### src/rtl/dwt_tr_pkg.sv
// rtl/dwt_tr_pkg.sv - shared constants for the DWT column-to-row transpose stage
package dwt_tr_pkg;

   localparam int   TR_DATA_W         = 16;

   localparam logic TR_MODE_TRANSPOSE = 1'b0;
   localparam logic TR_MODE_BYPASS    = 1'b1;

   localparam logic TR_SEL_L          = 1'b0;
   localparam logic TR_SEL_H          = 1'b1;

endpackage

### src/rtl/dwt_tr_outreg.sv
// rtl/dwt_tr_outreg.sv - registered output pair with load/stall control
module dwt_tr_outreg
   import dwt_tr_pkg::*;
#(
   parameter int DATA_W = TR_DATA_W
) (
   input  logic              clk_tr,
   input  logic              rst_syn,
   input  logic              dwt_work,
   input  logic              load,
   input  logic [DATA_W-1:0] d1,
   input  logic [DATA_W-1:0] d2,
   input  logic              sel_d,
   input  logic              last_d,
   output logic [DATA_W-1:0] out1,
   output logic [DATA_W-1:0] out2,
   output logic              sel,
   output logic              last,
   output logic              vld
);

   // Data, sel and last hold their value between loads; only vld is a per-cycle strobe.
   always_ff @(posedge clk_tr) begin
      if (rst_syn) begin
         out1 <= '0;
         out2 <= '0;
         sel  <= TR_SEL_L;
         last <= 1'b0;
         vld  <= 1'b0;
      end else if (!dwt_work) begin
         vld  <= 1'b0;
      end else begin
         vld  <= load;
         if (load) begin
            out1 <= d1;
            out2 <= d2;
            sel  <= sel_d;
            last <= last_d;
         end
      end
   end

endmodule

### src/rtl/transpose_pair_gen.sv
// rtl/transpose_pair_gen.sv - 2-lane L/H pair transpose with bypass; TR_GAP_FLUSH_EN flushes a held pair on an input gap
module transpose_pair_gen
   import dwt_tr_pkg::*;
#(
   parameter int                DATA_W  = TR_DATA_W,
   parameter logic [DATA_W-1:0] PAD_VAL = '0
) (
   input  logic              clk_tr,
   input  logic              rst_syn,
   input  logic              dwt_work,
   input  logic              col_out_vld,
   input  logic [DATA_W-1:0] col_ldata,
   input  logic [DATA_W-1:0] col_hdata,
   input  logic              col_last,
   input  logic              tr_mode,
   output logic [DATA_W-1:0] atrcol_out1,
   output logic [DATA_W-1:0] atrcol_out2,
   output logic              atrcol_vld,
   output logic              atrcol_sel,
   output logic              atrcol_last
);

   logic [DATA_W-1:0] hold_l, hold_h, hold_l_n, hold_h_n;
   logic              hold_vld, hold_tail, hold_vld_n, hold_tail_n;
   logic [DATA_W-1:0] pend_h0, pend_h1, pend_h0_n, pend_h1_n;
   logic              pend_vld, pend_last, pend_vld_n, pend_last_n;
   logic              mode_q, mode_n;

   logic              blk_empty, mode_eff, tail_eff;
   logic              o_load, o_sel, o_last;
   logic [DATA_W-1:0] o_d1, o_d2;

   // A new mode is only adopted between blocks so a half-built pair is never split.
   assign blk_empty = !hold_vld && !pend_vld;
   assign mode_eff  = blk_empty ? tr_mode : mode_q;

`ifdef TR_GAP_FLUSH_EN
   assign tail_eff  = hold_tail || !col_out_vld;
`else
   assign tail_eff  = hold_tail;
`endif

   always_comb begin
      hold_l_n    = hold_l;
      hold_h_n    = hold_h;
      hold_vld_n  = hold_vld;
      hold_tail_n = hold_tail;
      pend_h0_n   = pend_h0;
      pend_h1_n   = pend_h1;
      pend_vld_n  = pend_vld;
      pend_last_n = pend_last;
      mode_n      = blk_empty ? tr_mode : mode_q;
      o_load      = 1'b0;
      o_d1        = '0;
      o_d2        = '0;
      o_sel       = TR_SEL_L;
      o_last      = 1'b0;

      if (mode_eff == TR_MODE_BYPASS) begin
         if (col_out_vld) begin
            o_load = 1'b1;
            o_d1   = col_ldata;
            o_d2   = col_hdata;
            o_last = col_last;
         end
      end else if (pend_vld) begin
         o_load     = 1'b1;
         o_d1       = pend_h0;
         o_d2       = pend_h1;
         o_sel      = TR_SEL_H;
         o_last     = pend_last;
         pend_vld_n = 1'b0;
         if (col_out_vld) begin
            hold_l_n    = col_ldata;
            hold_h_n    = col_hdata;
            hold_vld_n  = 1'b1;
            hold_tail_n = col_last;
         end
      end else if (hold_vld && !tail_eff && col_out_vld) begin
         o_load      = 1'b1;
         o_d1        = hold_l;
         o_d2        = col_ldata;
         pend_h0_n   = hold_h;
         pend_h1_n   = col_hdata;
         pend_last_n = col_last;
         pend_vld_n  = 1'b1;
         hold_vld_n  = 1'b0;
         hold_tail_n = 1'b0;
      end else if (hold_vld && tail_eff) begin
         // Odd tail: pad the missing partner and force last on the H-pair.
         o_load      = 1'b1;
         o_d1        = hold_l;
         o_d2        = PAD_VAL;
         pend_h0_n   = hold_h;
         pend_h1_n   = PAD_VAL;
         pend_last_n = 1'b1;
         pend_vld_n  = 1'b1;
         hold_vld_n  = 1'b0;
         hold_tail_n = 1'b0;
         if (col_out_vld) begin
            hold_l_n    = col_ldata;
            hold_h_n    = col_hdata;
            hold_vld_n  = 1'b1;
            hold_tail_n = col_last;
         end
      end else if (col_out_vld) begin
         hold_l_n    = col_ldata;
         hold_h_n    = col_hdata;
         hold_vld_n  = 1'b1;
         hold_tail_n = col_last;
      end
   end

   always_ff @(posedge clk_tr) begin
      if (rst_syn) begin
         hold_l    <= '0;
         hold_h    <= '0;
         hold_vld  <= 1'b0;
         hold_tail <= 1'b0;
         pend_h0   <= '0;
         pend_h1   <= '0;
         pend_vld  <= 1'b0;
         pend_last <= 1'b0;
         mode_q    <= TR_MODE_TRANSPOSE;
      end else if (dwt_work) begin
         hold_l    <= hold_l_n;
         hold_h    <= hold_h_n;
         hold_vld  <= hold_vld_n;
         hold_tail <= hold_tail_n;
         pend_h0   <= pend_h0_n;
         pend_h1   <= pend_h1_n;
         pend_vld  <= pend_vld_n;
         pend_last <= pend_last_n;
         mode_q    <= mode_n;
      end
   end

   dwt_tr_outreg #(.DATA_W(DATA_W)) u_outreg (
      .clk_tr   (clk_tr),
      .rst_syn  (rst_syn),
      .dwt_work (dwt_work),
      .load     (o_load),
      .d1       (o_d1),
      .d2       (o_d2),
      .sel_d    (o_sel),
      .last_d   (o_last),
      .out1     (atrcol_out1),
      .out2     (atrcol_out2),
      .sel      (atrcol_sel),
      .last     (atrcol_last),
      .vld      (atrcol_vld)
   );

endmodule
### config.mk
export PLATFORM = sky130hd
export DESIGN_NAME = transpose_pair_gen
export DESIGN_NICKNAME = d
export VERILOG_FILES = /design/src/rtl/dwt_tr_pkg.sv /design/src/rtl/dwt_tr_outreg.sv /design/src/rtl/transpose_pair_gen.sv
export SDC_FILE = /design/constraint.sdc
export NUM_CORES = 1
export LEC_CHECK = 0
export ABC_AREA = 0
export BUFFER_PORTS_ARGS = -buffer_cell sky130_fd_sc_hd__buf_4
export CAP_MARGIN = 20
export CORE_ASPECT_RATIO = 2
export CORE_MARGIN = 2
export CORE_UTILIZATION = 45
export CTS_BUF_LIST = sky130_fd_sc_hd__clkbuf_4
export CTS_CLUSTER_DIAMETER = 50
export DETAILED_ROUTE_END_ITERATION = 8
export PLACE_DENSITY = 0.7
export RECOVER_POWER = 25
export SLEW_MARGIN = 20
export SYNTH_ARGS = -nofsm -noshare
export SYNTH_HDL_FRONTEND = slang
export SYNTH_HIERARCHICAL = 1
export SYNTH_SLANG_ARGS = --single-unit
export TNS_END_PERCENT = 50
### constraint.sdc
create_clock -name clk_tr -period 2.1 [get_ports clk_tr]
set_input_delay 0.42 -clock clk_tr [delete_from_list [all_inputs] [get_ports clk_tr]]
set_output_delay 0.42 -clock clk_tr [all_outputs]
set_load 0.02 [all_outputs]
==> impl_metrics.xml <==
<?xml version="1.0" encoding="UTF-8"?>
<metrics>
  <group name="global_route">
    <metric name="first_global_vias" unit="">4184</metric>
    <metric name="grt_pass1_wl" unit="mm">21.5</metric>
    <metric name="total_overflow_reported_by_the_global_router" unit="">0</metric>
    <metric name="grt_start_max_net_pins" unit="">71</metric>
    <metric name="grtUsageTotal" unit="%">22.6</metric>
    <metric name="antenna_violations_before_repair" unit="">1</metric>
  </group>
  <group name="power_and_ir_drop">
    <metric name="power_density" unit="nW/µm²">657</metric>
    <metric name="vdd.ir_drop.worst" unit="mV">0.447</metric>
    <metric name="power_leakage" unit="nW">2.20</metric>
  </group>
  <group name="die">
    <metric name="ioPinCount" unit="">73</metric>
    <metric name="die_x" unit="µm">78.4</metric>
    <metric name="die_height" unit="µm">153</metric>
    <metric name="area_of_the_core_region" unit="µm²">10800</metric>
    <metric name="fp-row-count" unit="">54</metric>
    <metric name="dieArea" unit="µm²">12000</metric>
    <metric name="floorplan.initialDensity" unit="%">46.0</metric>
  </group>
  <group name="finish">
    <metric name="fillers" unit="">1054</metric>
    <metric name="most_frequent_cells_in_the_layout" unit="">sky130_fd_sc_hd__dfxtp_1, sky130_fd_sc_hd__nand2_1, sky130_fd_sc_hd__buf_4</metric>
    <metric name="finalNetCount" unit="">625</metric>
    <metric name="fin_area" unit="µm²">5650</metric>
    <metric name="area_growth_syn_to_layout" unit="%">13.6</metric>
    <metric name="drive_above_1_share" unit="%">25.3</metric>
    <metric name="layout.cells.most_common" unit="">sky130_fd_sc_hd__dfxtp_1</metric>
  </group>
  <group name="synth">
    <metric name="synth-seq-cells" unit="">104</metric>
    <metric name="ys_async_sr_fraction" unit="%">0</metric>
    <metric name="synth_top_area_share" unit="%">41.8</metric>
    <metric name="syn_warnings" unit="">6</metric>
    <metric name="post-synth-top-area-cell" unit="">sky130_fd_sc_hd__dfxtp_1</metric>
    <metric name="yosysUniqueCellTypes" unit="">36</metric>
    <metric name="synth_seq_area_share" unit="%">41.8</metric>
    <metric name="postSynthCellCount" unit="">542</metric>
    <metric name="synthesis.nets" unit="">580</metric>
    <metric name="netlist_top_cells_area" unit="">sky130_fd_sc_hd__dfxtp_1, sky130_fd_sc_hd__nand2_1, sky130_fd_sc_hd__a21bo_1</metric>
    <metric name="synth_edf_count" unit="">0</metric>
    <metric name="syn_area" unit="µm²">4980</metric>
    <metric name="ys.flop_type" unit="">sky130_fd_sc_hd__dfxtp_1</metric>
    <metric name="mean_cell_area_of_the_mapped_netlist" unit="µm²">9.18</metric>
  </group>
  <group name="setup_path">
    <metric name="worstPathRequired" unit="ns">2.52</metric>
    <metric name="startpoint" unit="">hold_vld$_SDFFE_PP0P_</metric>
    <metric name="rr_startpoint" unit="">hold_vld$_SDFFE_PP0P_</metric>
    <metric name="critical_path.endpoint_type" unit="">flip-flop</metric>
    <metric name="cp_startpoint_kind" unit="">flip-flop</metric>
    <metric name="timing.setup.critical_path_class" unit="">reg -&gt; reg</metric>
    <metric name="timing.critical_path.arrival" unit="ns">2.39</metric>
    <metric name="worst-path-max-fanout" unit="">16</metric>
  </group>
  <group name="placed_design">
    <metric name="detailedPlacementHpwl" unit="mm">8.47</metric>
    <metric name="gp_congestion" unit="">0.813</metric>
    <metric name="placed_cell_area" unit="µm²">5560</metric>
    <metric name="portBuffers" unit="">72</metric>
  </group>
  <group name="drt">
    <metric name="routed_wire_length_per_instance" unit="µm">18.1</metric>
    <metric name="routed_wl" unit="mm">13.2</metric>
    <metric name="vias" unit="">4259</metric>
    <metric name="avgViaCountPerCell" unit="">5.81</metric>
    <metric name="dr.first_iter.drc_count" unit="">480</metric>
    <metric name="route.detailed.drc" unit="">0</metric>
    <metric name="firstDrtPassIters" unit="">8</metric>
    <metric name="drt.antenna.violating_nets" unit="">0</metric>
  </group>
  <group name="clock_tree">
    <metric name="tritoncts" unit="">done</metric>
    <metric name="h_tree_depth_reported_by_cts" unit="">3</metric>
    <metric name="clk_latency" unit="ns">0.47</metric>
    <metric name="tritoncts_buffer_count" unit="">9</metric>
    <metric name="path_clk_slew" unit="ns">0.17</metric>
    <metric name="cts_root_buffer" unit="">sky130_fd_sc_hd__clkbuf_4</metric>
    <metric name="max-clock-path-buffers" unit="">2</metric>
    <metric name="clkSinkCount" unit="">104</metric>
    <metric name="ctsHoldBuffers" unit="">0</metric>
  </group>
  <group name="min_path">
    <metric name="min_delay_src" unit="">col_ldata[11]</metric>
    <metric name="hold_path_class" unit="">in -&gt; reg</metric>
  </group>
  <group name="sta">
    <metric name="report.final.hold_viol_count" unit="">0</metric>
    <metric name="fin_skew" unit="ns">0.0143</metric>
    <metric name="timing.final.crit_share" unit="%">94.1</metric>
    <metric name="period_minus_slack" unit="ns">1.98</metric>
    <metric name="grt_setup_unrepaired" unit="">false</metric>
    <metric name="totalNegativeSetupSlack" unit="ns">0</metric>
    <metric name="worst_slew_margin_rel" unit="%">46.2</metric>
    <metric name="finalSetupViolCount" unit="">0</metric>
    <metric name="max_freq" unit="GHz">0.506</metric>
    <metric name="final_max_slew_viol_count" unit="">0</metric>
    <metric name="tightest_slew" unit="ns">0.805</metric>
  </group>
  <group name="flow_run">
    <metric name="max_cap_violations" unit="">0</metric>
  </group>
  <group name="status">
    <metric name="run_status" unit="">completed</metric>
  </group>
</metrics>
-- area by class of cell --
type | instances | area [µm²] | share of cell area [%]
tap | 140 | 175 | 3.10
multi-input combinational | 348 | 2410 | 42.6
clock buffer | 10 | 75.1 | 1.33
antenna | 1 | 2.50 | 0.0443
timing repair buffer | 89 | 687 | 12.2
sequential | 104 | 2080 | 36.8
clock inverter | 6 | 90.1 | 1.59
inverter | 35 | 131 | 2.33
-- power by group --
part | internal [mW] | switching, mW
registers | 2.01 | 0.0254
clock network | 0.504 | 0.686
logic | 0.183 | 0.299
-- synthesized netlist by cell type, types with 2 or more instances --
library cell	n
sky130_fd_sc_hd__nor3_1	19
sky130_fd_sc_hd__nor2b_1	2
sky130_fd_sc_hd__nor2_1	8
sky130_fd_sc_hd__a21oi_1	21
sky130_fd_sc_hd__dfxtp_1	104
sky130_fd_sc_hd__nand3_2	9
sky130_fd_sc_hd__inv_1	34
sky130_fd_sc_hd__mux2i_1	32
sky130_fd_sc_hd__a21oi_2	35
sky130_fd_sc_hd__clkbuf_1	23
sky130_fd_sc_hd__nand2_1	98
sky130_fd_sc_hd__buf_2	18
sky130_fd_sc_hd__buf_12	4
sky130_fd_sc_hd__a21bo_1	34
sky130_fd_sc_hd__buf_8	2
sky130_fd_sc_hd__a222oi_1	32
sky130_fd_sc_hd__a31o_2	16
sky130_fd_sc_hd__nand3_1	26
sky130_fd_sc_hd__buf_6	8
-- state kept, by name, summed over array words and instances (netlist names) --
name and flops:
u_outreg/sel 1, u_outreg/vld 1, hold_h 16, u_outreg/last 1, hold_vld 1, hold_l 16, pend_vld 1, u_outreg/out2 16
pend_h1 16, u_outreg/out1 16, pend_last 1, hold_tail 1, mode_q 1, pend_h0 16
-- critical path, cell delays in order, from the launching register on --
cell and delay, ns:
sky130_fd_sc_hd__dfxtp_1 0.37, sky130_fd_sc_hd__buf_4 0.15, sky130_fd_sc_hd__o21a_1 0.16, sky130_fd_sc_hd__and2_1 0.66, sky130_fd_sc_hd__a222oi_1 0.25, sky130_fd_sc_hd__inv_1 0.11
sky130_fd_sc_hd__nand3_1 0.10, sky130_fd_sc_hd__a21oi_2 0.12
-- through the flow --
stage / utilization (%) / setup WS (ns) / cells / total power, mW / hold slack, ns
4_1_cts: 53.0 / 0.180 / 732 / 3.75 / 0.171
5_1_grt: 52.3 / 0.0136 / 733 / 3.86 / 0.183
3_5_place_dp: 51.4 / -0.0637 / 716 / 2.56 / 0.445
2_1_floorplan: - / 0.310 / 542 / 2.40 / 0.432
6_report: 52.3 / 0.124 / 733 / 3.71 / 0.203
3_3_place_gp: 51.4 / -0.00581 / 716 / 2.55 / 0.441
-- worst paths after layout --
check / cells past startpoint / slack [ns] / end
min reg2reg: 2 / 0.47 / pend_h0[14]$_SDFFE_PP0P_
min: 3 / 0.20 / hold_l[11]$_SDFFE_PP0P_
max: 7 / 0.12 / u_outreg/out1[15]$_SDFFE_PP0P_
max reg2reg: 7 / 0.12 / u_outreg/out1[15]$_SDFFE_PP0P_
-- what timing repair did --
item / 4_1_cts / 5_1_grt
endpoints found under the setup margin: 2 / 0
resized for setup: 1 / 0
setup buffers: 0 / 0
-- metal layers --
layer	track usage [%]	part of all wire [%]	vias to the layer above
met5	0	0	-
met4	10.7	2.4	0
met3	3.61	5.4	15
met2	37.2	50	155
met1	28.7	42	2070
li1	-	-	2019
-- kinds of logic (layout without fill, tap and decap cells) --
family | count (synthesis) | count (layout) | share of synthesized area (%)
and+or+nand+nor | 170 | 170 | 15.9
AOI/OAI and AO/OA | 146 | 146 | 25.6
muxes | 32 | 32 | 6.44
DFF | 104 | 104 | 41.8
other | 0 | 1 | 0
buffers and inverters | 90 | 140 | 10.2
No activity file was read; power rests on OpenSTA's default activity.
